### config.mk
export PLATFORM = sky130hd
export DESIGN_NAME = mac_result_buffer
export DESIGN_NICKNAME = d
export VERILOG_FILES = /design/src/rtl/mac_result_buffer.sv
export SDC_FILE = /design/constraint.sdc
export NUM_CORES = 1
export LEC_CHECK = 0
export CORE_ASPECT_RATIO = 1.4
export CORE_UTILIZATION = 55
export DETAILED_ROUTE_END_ITERATION = 8
export GPL_TIMING_DRIVEN = 1
export PLACE_DENSITY = 0.77
export SLEW_MARGIN = 20
export SYNTH_ARGS = -nofsm -noshare
export SYNTH_HDL_FRONTEND = slang
export SYNTH_SLANG_ARGS = --single-unit
### constraint.sdc
create_clock -name clk -period 5.4 [get_ports clk]
set_clock_uncertainty 0.2 [all_clocks]
set_input_delay 0.54 -clock clk [delete_from_list [all_inputs] [get_ports clk]]
set_output_delay 0.54 -clock clk [all_outputs]
set_load 0.01 [all_outputs]
### src/rtl/mac_result_buffer.sv
// mac_result_buffer
//   Takes the three W/X operand pairs from the memory bank on each ld_mac
//   cycle and forms their 3-term dot product. Each product goes into the next
//   slot of a 9-entry result buffer. Once res_count elements have been
//   captured, the buffer is drained in index order over a valid/ready
//   handshake.
// Ports
//   clk, rst_n             : clock, synchronous active-low reset
//   data_outw1..3          : 4-bit unsigned W operands
//   data_outx1..3          : 4-bit unsigned X operands
//   ld_mac                 : operand triple valid this cycle
//   clear_mac              : synchronous clear (below rst_n in priority)
//   res_count              : number of results expected (1..9, >9 clamps to 9)
//   out_data/out_index     : current result element and its buffer index
//   out_valid/out_ready    : drain handshake
//   busy                   : high in ACCUM or DRAIN
//   done                   : high once every element has been drained
module mac_result_buffer (
  input  logic       clk,
  input  logic       rst_n,
  input  logic [3:0] data_outw1,
  input  logic [3:0] data_outw2,
  input  logic [3:0] data_outw3,
  input  logic [3:0] data_outx1,
  input  logic [3:0] data_outx2,
  input  logic [3:0] data_outx3,
  input  logic       ld_mac,
  input  logic       clear_mac,
  input  logic [3:0] res_count,
  output logic [9:0] out_data,
  output logic [3:0] out_index,
  output logic       out_valid,
  input  logic       out_ready,
  output logic       busy,
  output logic       done
);

  typedef enum logic [1:0] {IDLE, ACCUM, DRAIN, DONE} state_t;

  state_t     state, state_nx;
  logic [9:0] res_buf [9];
  logic [3:0] wr_ptr, rd_ptr, n_q;
  logic [3:0] n_in;
  logic [7:0] p1, p2, p3;
  logic [9:0] sum;
  logic       wr_en, xfer;

  assign n_in = (res_count > 4'd9) ? 4'd9 : res_count;

  assign p1  = data_outw1 * data_outx1;
  assign p2  = data_outw2 * data_outx2;
  assign p3  = data_outw3 * data_outx3;
  assign sum = {2'b00, p1} + {2'b00, p2} + {2'b00, p3};

  // A count of zero keeps the block parked in IDLE, so ld_mac is ignored there.
  assign wr_en = ld_mac && (((state == IDLE) && (n_in != 4'd0)) || (state == ACCUM));
  assign xfer  = out_valid && out_ready;

  assign out_valid = (state == DRAIN);
  assign busy      = (state == ACCUM) || (state == DRAIN);
  assign done      = (state == DONE);
  // Outside DRAIN, rd_ptr may sit one past the last entry; present zeros instead.
  assign out_data  = out_valid ? res_buf[rd_ptr] : 10'd0;
  assign out_index = out_valid ? rd_ptr : 4'd0;

  always_comb begin
    state_nx = state;
    case (state)
      IDLE:  if (ld_mac && (n_in != 4'd0))
               state_nx = (n_in == 4'd1) ? DRAIN : ACCUM;
      ACCUM: if (ld_mac && (wr_ptr == n_q - 4'd1))
               state_nx = DRAIN;
      DRAIN: if (out_ready && (rd_ptr == n_q - 4'd1))
               state_nx = DONE;
      DONE:  state_nx = DONE;
      default: state_nx = IDLE;
    endcase
  end

  always_ff @(posedge clk) begin
    if (!rst_n || clear_mac) begin
      state  <= IDLE;
      wr_ptr <= 4'd0;
      rd_ptr <= 4'd0;
      n_q    <= 4'd0;
      for (int i = 0; i < 9; i++) res_buf[i] <= 10'd0;
    end else begin
      state <= state_nx;
      if (state == IDLE) n_q <= n_in;
      if (wr_en) begin
        res_buf[wr_ptr] <= sum;
        wr_ptr          <= wr_ptr + 4'd1;
      end
      if (xfer) rd_ptr <= rd_ptr + 4'd1;
    end
  end

endmodule

* Word-level counts from Yosys, hierarchy flattened
Memory sizes are Yosys's and may differ from the RTL's. A register that Yosys moved wholly into a read port is not among the register bits. Cells that the tools add are included.
Storage, ports and cells: memory bits (writable) 90, input port bits 33, bits in registers 14, output and inout port bits 17, memories kept 1, logic and storage cells 55
Cells by class: multipliers 3, mux-type cells 18, equality and inequality tests 9, reductions and logical operators 14, $add $sub $neg 5, magnitude comparators 1
Memories:
- res_buf | depth 9, bits a word 10, read ports 1, clocked after memory_dff 1, wr ports 9, line 41 | logic [9:0] res_buf [9];
Operator list (count):
- $mul 4x4->8 | 3
- $mux 10 | 2
- $mux 4 | 5
- $add 9x8->10 | 1
- $reduce_or 10->1 | 1
- $add 8x8->9 | 1
- $add 4x1->4 const B | 2
- $eq 4x4->1 | 2
- $mux 2 | 4
- $pmux 2 s4 | 1
- $logic_and 1x1->1 | 6
- $mux 1 | 6
- $eq 2x2->1 const B | 2
- $eq 4x1->1 const B | 1
- $gt 4x4->1 const B | 1
- $ne 2x1->1 const B | 2
- $reduce_bool 4->1 | 1
- $sub 4x1->4 const B | 1
- $logic_or 1x1->1 | 3
- $reduce_and 3->1 | 1
- $eq 2x1->1 const B | 1
- $logic_not 2->1 | 1
- $ne 2x2->1 const B | 1
- $logic_not 1->1 | 1

* Longest topological paths before layout
Gate-level depths: netlist (run 1).
depth in word-level cells 11, depth in mapped cells 17, mapped depth without buffers 17

* Least setup slack after synthesis (run 1)
Ideal clock, no wire load.
path type input-to-reg, start point in data_outw3[1], end point mem res_buf[10][8] (data pin), data required time 4901 ps, buffers on the path 0, setup time 299 ps, stages 15, slack 51 ps, data arrival time 4849 ps, path through and2_1 > fa_1 > inv_1 > fa_1 > inv_1 > fa_1 > fa_1 > fa_1 > fa_1 > a21o_1 > a21oi_1 > o21bai_1 > a21oi_1 > xor2_1 > inv_1
RTL lines:
- start, declared | line 23 | input logic [3:0] data_outw3,
- end, declared | line 41

==> reports/results.ini, run 1 <==
[global_route]
grt_pass1_wl_um = 31100
grt_overflow = 0
grt_usage_pct = 24.3
grt_max_degree = 41
grt_pass1_vias = 5816
antenna_found_initial = 0

[route]
wl_per_cell_um = 21.4
drt_pass1_iterations = 7
routed_via_density = 5.85
wirelength_um = 20200
remaining_drc_errors = 2
vias = 5512
drtIter0Drc = 481
ant_nets = 0

[setup_path]
max_stage_delay_ns = 0.55
rr_worst_depth = 8
critPathMaxFanout = 7
cp.arrival_ns = 5.22
crit_top_cell = fa_1
critPathRequiredTime_ns = 5.36
crit_path_end_kind = register
critical_path_class = primary input to register
cp-start-kind = primary input
cp_cell_sequence = clkdlybuf4s50_1 > nand2_1 > fa_1 > fa_1 > inv_1 > fa_1 > fa_1 > fa_1 > ha_1 > a21o_1 > a21oi_2 > o21bai_1 > a21oi_2 > xor2_2 > buf_6 > clkinvlp_4
slowest_stage = fa_1

[yosys]
synthFlopType = edfxtp_1
yosysWarnings = 0
postSynth.asyncResetShare_pct = 0
syn_area_um2 = 9270
synth_seq_cells = 178
syn_nets = 763
yosysUniqueCellTypes = 38
synth_edf_count = 160
syn_area_per_cell_um2 = 14.1
ys_seq_area_share_pct = 55.7
synth_cells = 658

[layout]
nFillCells = 1107
antenna_cells = 0
layout.nets = 836
layout_common_cells = edfxtp_1, inv_1, nor2_1, mux4_2, and2_1
syn2layout_area_growth_pct = 17.0
drive_gt1_share_pct = 17.6
final_common_cell = edfxtp_1

[placed_design]
io_buffers = 49
gp_congestion = 0.845
dp.final_hpwl_um = 14200
preCtsSetupSlack_ns = -0.378

[timing]
period_minus_slack_ns = 5.25
fin_ws_ns = 0.145
timing.fmax_mhz = 190
maxSlewViolCount = 0
worst_pin_slew_ns = 1.12
hold_viol = 0
fin_crit_sh_pct = 97.3
max-slew-margin-rel_pct = 25.5
setup_tns_ns = 0
setup_viol_count_final = 0

[clock_network]
clk_pin_slew_ns = 0.07
clk_latency_ns = 0.42
clockBufferDepth = 2
root_buffer = clkbuf_16
cts_buffers = 17
clock_sinks = 178
ctsHoldBuffers = 0
htreeDepth = 4
cts_tree = built

[run_status]
violations = DRC
status = finished, violations left

[floorplan]
chipWidth_um = 112
die_area_um2 = 17400
io-pin-count = 50
fp-row-count = 55
coreArea_um2 = 16300
start_util_pct = 56.8
die_h_um = 156

[min_path]
hold_path_depth = 2
min-delay-path-class = register to register

[power]
p_leak_nw = 4.39
power_density_nw_per_um2 = 441
vdd_drop_max_mv = 0.429

[run]
drv_cap = 0

-- Yosys cell counts (4+ instances only) --
cell,n,area [um^2]
clkbuf_1,15,56.3
o21ai_0,6,30.0
ha_1,39,488
xor2_1,10,87.6
edfxtp_1,160,4800
and2_1,50,313
nand3_1,6,30.0
mux4_2,50,1130
nand2_1,40,150
buf_1,5,18.8
buf_4,4,30.0
and3_1,36,225
xnor2_1,7,61.3
inv_1,68,255
dfxtp_1,18,360
a21oi_1,10,50.1
fa_1,33,661
nor2_1,69,259
-- sequential cells by signal, indices dropped and copies added (netlist names), named ones only --
name and cells:
n_q 4, rd_ptr 4, state 2, wr_ptr 4
res_buf 160
-- final timing paths --
check / to / slack, ns / start
max: res_buf[11][7] / 0.15 / data_outw1[0]
min: n_q[1] / 0.30 / n_q[1]
min reg2reg: n_q[1] / 0.30 / n_q[1]
max reg2reg: res_buf[8][0] / 2.31 / state[1]
-- power by group --
| group | total, mW | internal, mW | leakage, nW | switching (mW) |
|---|---|---|---|---|
| sequential | 1.81 | 1.79 | 1.77 | 0.0186 |
| combinational | 1.80 | 0.721 | 2.35 | 1.08 |
| clock | 1.17 | 0.612 | 0.276 | 0.560 |
| total | 4.78 | 3.12 | 4.39 | 1.66 |
-- logic make-up (layout without fill, tap and decap cells) --
group / Yosys count / count (layout) / share of synthesized area (%)
buffers and inverters: 95 / 181 / 4.05
flip-flops: 178 / 178 / 55.7
AND/OR/NAND/NOR: 217 / 217 / 11.7
multiplexers: 51 / 51 / 12.3
AO/OA/AOI/OAI: 26 / 26 / 1.74
XOR/XNOR: 19 / 19 / 2.09
adder cells (fa/ha/maj): 72 / 72 / 12.4
-- through the flow --
step	total power, mW	std cells	hold slack [ns]	cell area (um^2)	utilization (%)
final	4.78	943	0.299	10800	66.5
after global placement	3.37	908	0.272	10200	62.3
after detailed placement	3.46	908	0.289	10200	62.3
after global routing	4.96	943	0.338	10800	66.5
after CTS	4.62	940	0.299	10700	65.8
after floorplan	2.65	658	0.258	9270	-
-- per-layer routing --
layer	GRT usage [%]	share of wire, %
met1	27.1	36
met2	46.4	57
met3	2.60	4.0
met4	11.1	3.4
met5	0	0
-- final cells by class --
type	instances	area [um^2]	share of cell area (%)
Clock buffer	18	429	3.96
Multi-Input combinational cell	385	3770	34.7
Tap cell	199	249	2.30
Sequential cell	178	5170	47.7
Inverter	68	259	2.39
Clock inverter	14	135	1.25
Timing Repair Buffer	81	837	7.72
-- repair_timing --
item                       CTS  global route
gates resized for setup      0            32
setup buffers                0             2
setup endpoints to repair    0            48
hold endpoints to repair     0             0
-- critical path, delay by kind of cell --
family	cells	cell delay (ns)
buffers and inverters	4	0.86
AND/OR/NAND/NOR	1	0.08
XOR/XNOR	1	0.29
AO/OA/AOI/OAI	4	0.63
adder cells (fa/ha/maj)	6	2.81
Note: power is estimated with default switching activity, not from simulation.
==> run 2, diff against run 1 <==
- HOLD_SLACK_MARGIN: unset -> 0.15
- RECOVER_POWER: unset -> 100
==> reports/results.ini, run 2 (synthesis results as in run 1) <==
[run_status]
status = finished, violations left  ; unchanged
violations = DRC, capacitance limit, slew limit  ; was DRC

[power]
p_leak_nw = 4.37  ; was 4.39 nW
vdd_drop_max_mv = 0.407  ; was 0.429 mV
p_switching_mw = 1.66  ; about the same
pwr-share-comb_pct = 37.4  ; was 37.7%
power_density_nw_per_um2 = 441  ; about the same
pwr-share-clk_pct = 24.5  ; about the same
pwr-share-seq_pct = 38.0  ; was 37.8%
p_sw_share_pct = 34.9  ; was 34.7%
power.internal_mw = 3.10  ; was 3.12 mW
p_total_mw = 4.76  ; was 4.78 mW

[setup_path]
r2r-start = state[1]  ; unchanged
cp-start-kind = primary input  ; unchanged
cp_top_family = adder cells  ; unchanged
cp_cell_sequence = clkdlybuf4s50_1 > nand2_1 > fa_1 > fa_1 > inv_1 > fa_1 > fa_1 > fa_1 > ha_1 > a21o_1 > a21oi_2 > o21bai_1 > a21oi_2 > xor2_2 > buf_6 > clkinvlp_4  ; unchanged
slowest_stage = fa_1  ; unchanged
crit_buf_inv = 4  ; unchanged
cp.arrival_ns = 5.20  ; was 5.22 ns
critPathMaxFanout = 7  ; unchanged
rr_worst_depth = 9  ; was 8
reg2reg_to = res_buf[5][8]  ; was res_buf[8][0]
crit_top_cell = fa_1  ; unchanged
critical_path_class = primary input to register  ; unchanged
crit_path_end_kind = register  ; unchanged
max_stage_delay_ns = 0.54  ; was 0.55 ns
rrSetupSlack_ns = 1.61  ; was 2.31 ns
critPathRequiredTime_ns = 5.36  ; about the same

[global_route]
grt_max_degree = 41  ; unchanged
grt_pass1_wl_um = 31100  ; unchanged
grt_overflow = 0  ; unchanged
grt_pass1_vias = 5816  ; unchanged
grt_usage_pct = 24.3  ; unchanged
antenna_found_initial = 0  ; unchanged

[floorplan]
die_h_um = 156  ; unchanged
die_area_um2 = 17400  ; unchanged
coreArea_um2 = 16300  ; unchanged
start_util_pct = 56.8  ; unchanged
io-pin-count = 50  ; unchanged
chipWidth_um = 112  ; unchanged
fp-row-count = 55  ; unchanged

[layout]
drive_gt1_share_pct = 15.9  ; was 17.6%
final_common_cell = edfxtp_1  ; unchanged
layout.nets = 836  ; unchanged
nFillCells = 1118  ; was 1107
syn2layout_area_growth_pct = 16.3  ; was 17.0%
fin_util_pct = 66.1  ; was 66.5%
multi_input_comb_area_um2 = 3740  ; was 3770 um^2
largest_reg_flops = 160  ; unchanged
ff_latch_area_um2 = 5170  ; about the same
layout_common_cells = edfxtp_1, nor2_1, inv_1, mux4_2  ; was edfxtp_1, inv_1, nor2_1, mux4_2, and2_1
largest_register = res_buf  ; unchanged
antenna_cells = 0  ; unchanged

[route]
met2_length_um = 11400  ; was 11500 um
wirelength_um = 20100  ; was 20200 um
ant_nets = 0  ; unchanged
routed_via_density = 5.84  ; was 5.85
drtIter0Drc = 489  ; was 481
met1Wirelength_um = 7170  ; was 7260 um
highest_layer = met4  ; unchanged
wl_met3_um = 845  ; was 806 um
vias = 5506  ; was 5512
remaining_drc_errors = 2  ; unchanged
drt_pass1_iterations = 7  ; unchanged
wl_per_cell_um = 21.4  ; about the same

[placed_design]
io_buffers = 49  ; unchanged
dp.final_hpwl_um = 14200  ; unchanged
gp_congestion = 0.845  ; unchanged

[clock_network]
cts_tree = built  ; unchanged
root_buffer = clkbuf_16  ; unchanged
clock_sinks = 178  ; unchanged
clk_pin_slew_ns = 0.07  ; about the same
cts_buffers = 17  ; unchanged
clockBufferDepth = 2  ; unchanged
clk_latency_ns = 0.42  ; about the same
htreeDepth = 4  ; unchanged
ctsHoldBuffers = 0  ; unchanged

[timing]
maxSlewViolCount = 23  ; was 0
timing.fmax_mhz = 191  ; was 190 MHz
period_minus_slack_ns = 5.24  ; was 5.25 ns
setup_viol_count_final = 0  ; unchanged
max-slew-margin-rel_pct = -0.370  ; was 25.5%
hold_viol = 0  ; unchanged
fin_crit_sh_pct = 97.1  ; was 97.3%
setup_tns_ns = 0  ; unchanged
worst_pin_slew_ns = 1.50  ; was 1.12 ns

[min_path]
whs_endpoint = n_q[1]  ; unchanged
min-delay-path-class = register to register  ; unchanged
min-delay-start = n_q[1]  ; unchanged
hold_path_depth = 2  ; unchanged

[run]
drv_cap = 1  ; was 0

==> run 2: tightest hold or removal path: cells and delay by family (launching register included) <==
kind            cells  cell delay, ns
flops               1            0.32
simple gates        1            0.07
compound gates      1            0.06
==> run 2: what timing repair did <==
item / 4_1_cts / 5_1_grt
endpoints found under the setup margin: 0 / 48
hold endpoints to repair: 0 / 0
buffers inserted: 0 / 2
resized for setup: 0 / 32
==> run 2: per-stage QoR <==
step	instance area, um^2	hold WS [ns]	setup WS (ns)	instances
after global placement	10200	0.272	-0.247	908
after detailed placement	10200	0.289	-0.378	908
after floorplan	9270	0.258	0.0511	658
after global routing	10800	0.338	-0.00582	943
after CTS	10700	0.299	0.0395	940
final	10800	0.299	0.157	943
==> run 2: layout make-up <==
cell class | instances | share of cell area (%)
sequential | 178 | 47.9
multi-input combinational | 385 | 34.7
timing repair buffer | 81 | 7.39
clock buffer | 18 | 3.98
inverter | 68 | 2.40
tap | 199 | 2.31
clock inverter | 14 | 1.25
==> run 2: worst max path at each step <==
stage,end,cells after the start,slack [ns],from
after detailed placement,res_buf[9][8],17,-0.38,data_outx3[2]
final,res_buf[11][7],16,0.16,data_outw1[0]
after global placement,res_buf[10][8],17,-0.25,data_outx3[2]
after CTS,res_buf[11][7],17,0.04,data_outx3[2]
after floorplan,res_buf[10][8],15,0.05,data_outw3[1]
after global routing,res_buf[11][7],16,-0.006,data_outx1[3]
==> run 2: per-layer routing <==
metal	global-route usage [%]	vias up
li1	-	2495
met1	27.1	2771
met2	46.4	204
met3	2.60	36
met4	11.1	0
met5	0	-
==> run 2: power groups by stage <==
stage,logic (mW),clock network [mW],registers (mW)
after detailed placement,1.62,0,1.84
final,1.78,1.17,1.81
after global placement,1.53,0,1.83
after floorplan,0.824,0,1.83
after CTS,1.64,1.17,1.81
after global routing,1.90,1.22,1.81
==> run 3, diff against run 2 <==
- CTS_CLUSTER_DIAMETER: unset -> 60
==> results of run 3 <==
Same layout as run 2: the final DEF is identical, and so are final timing and power.
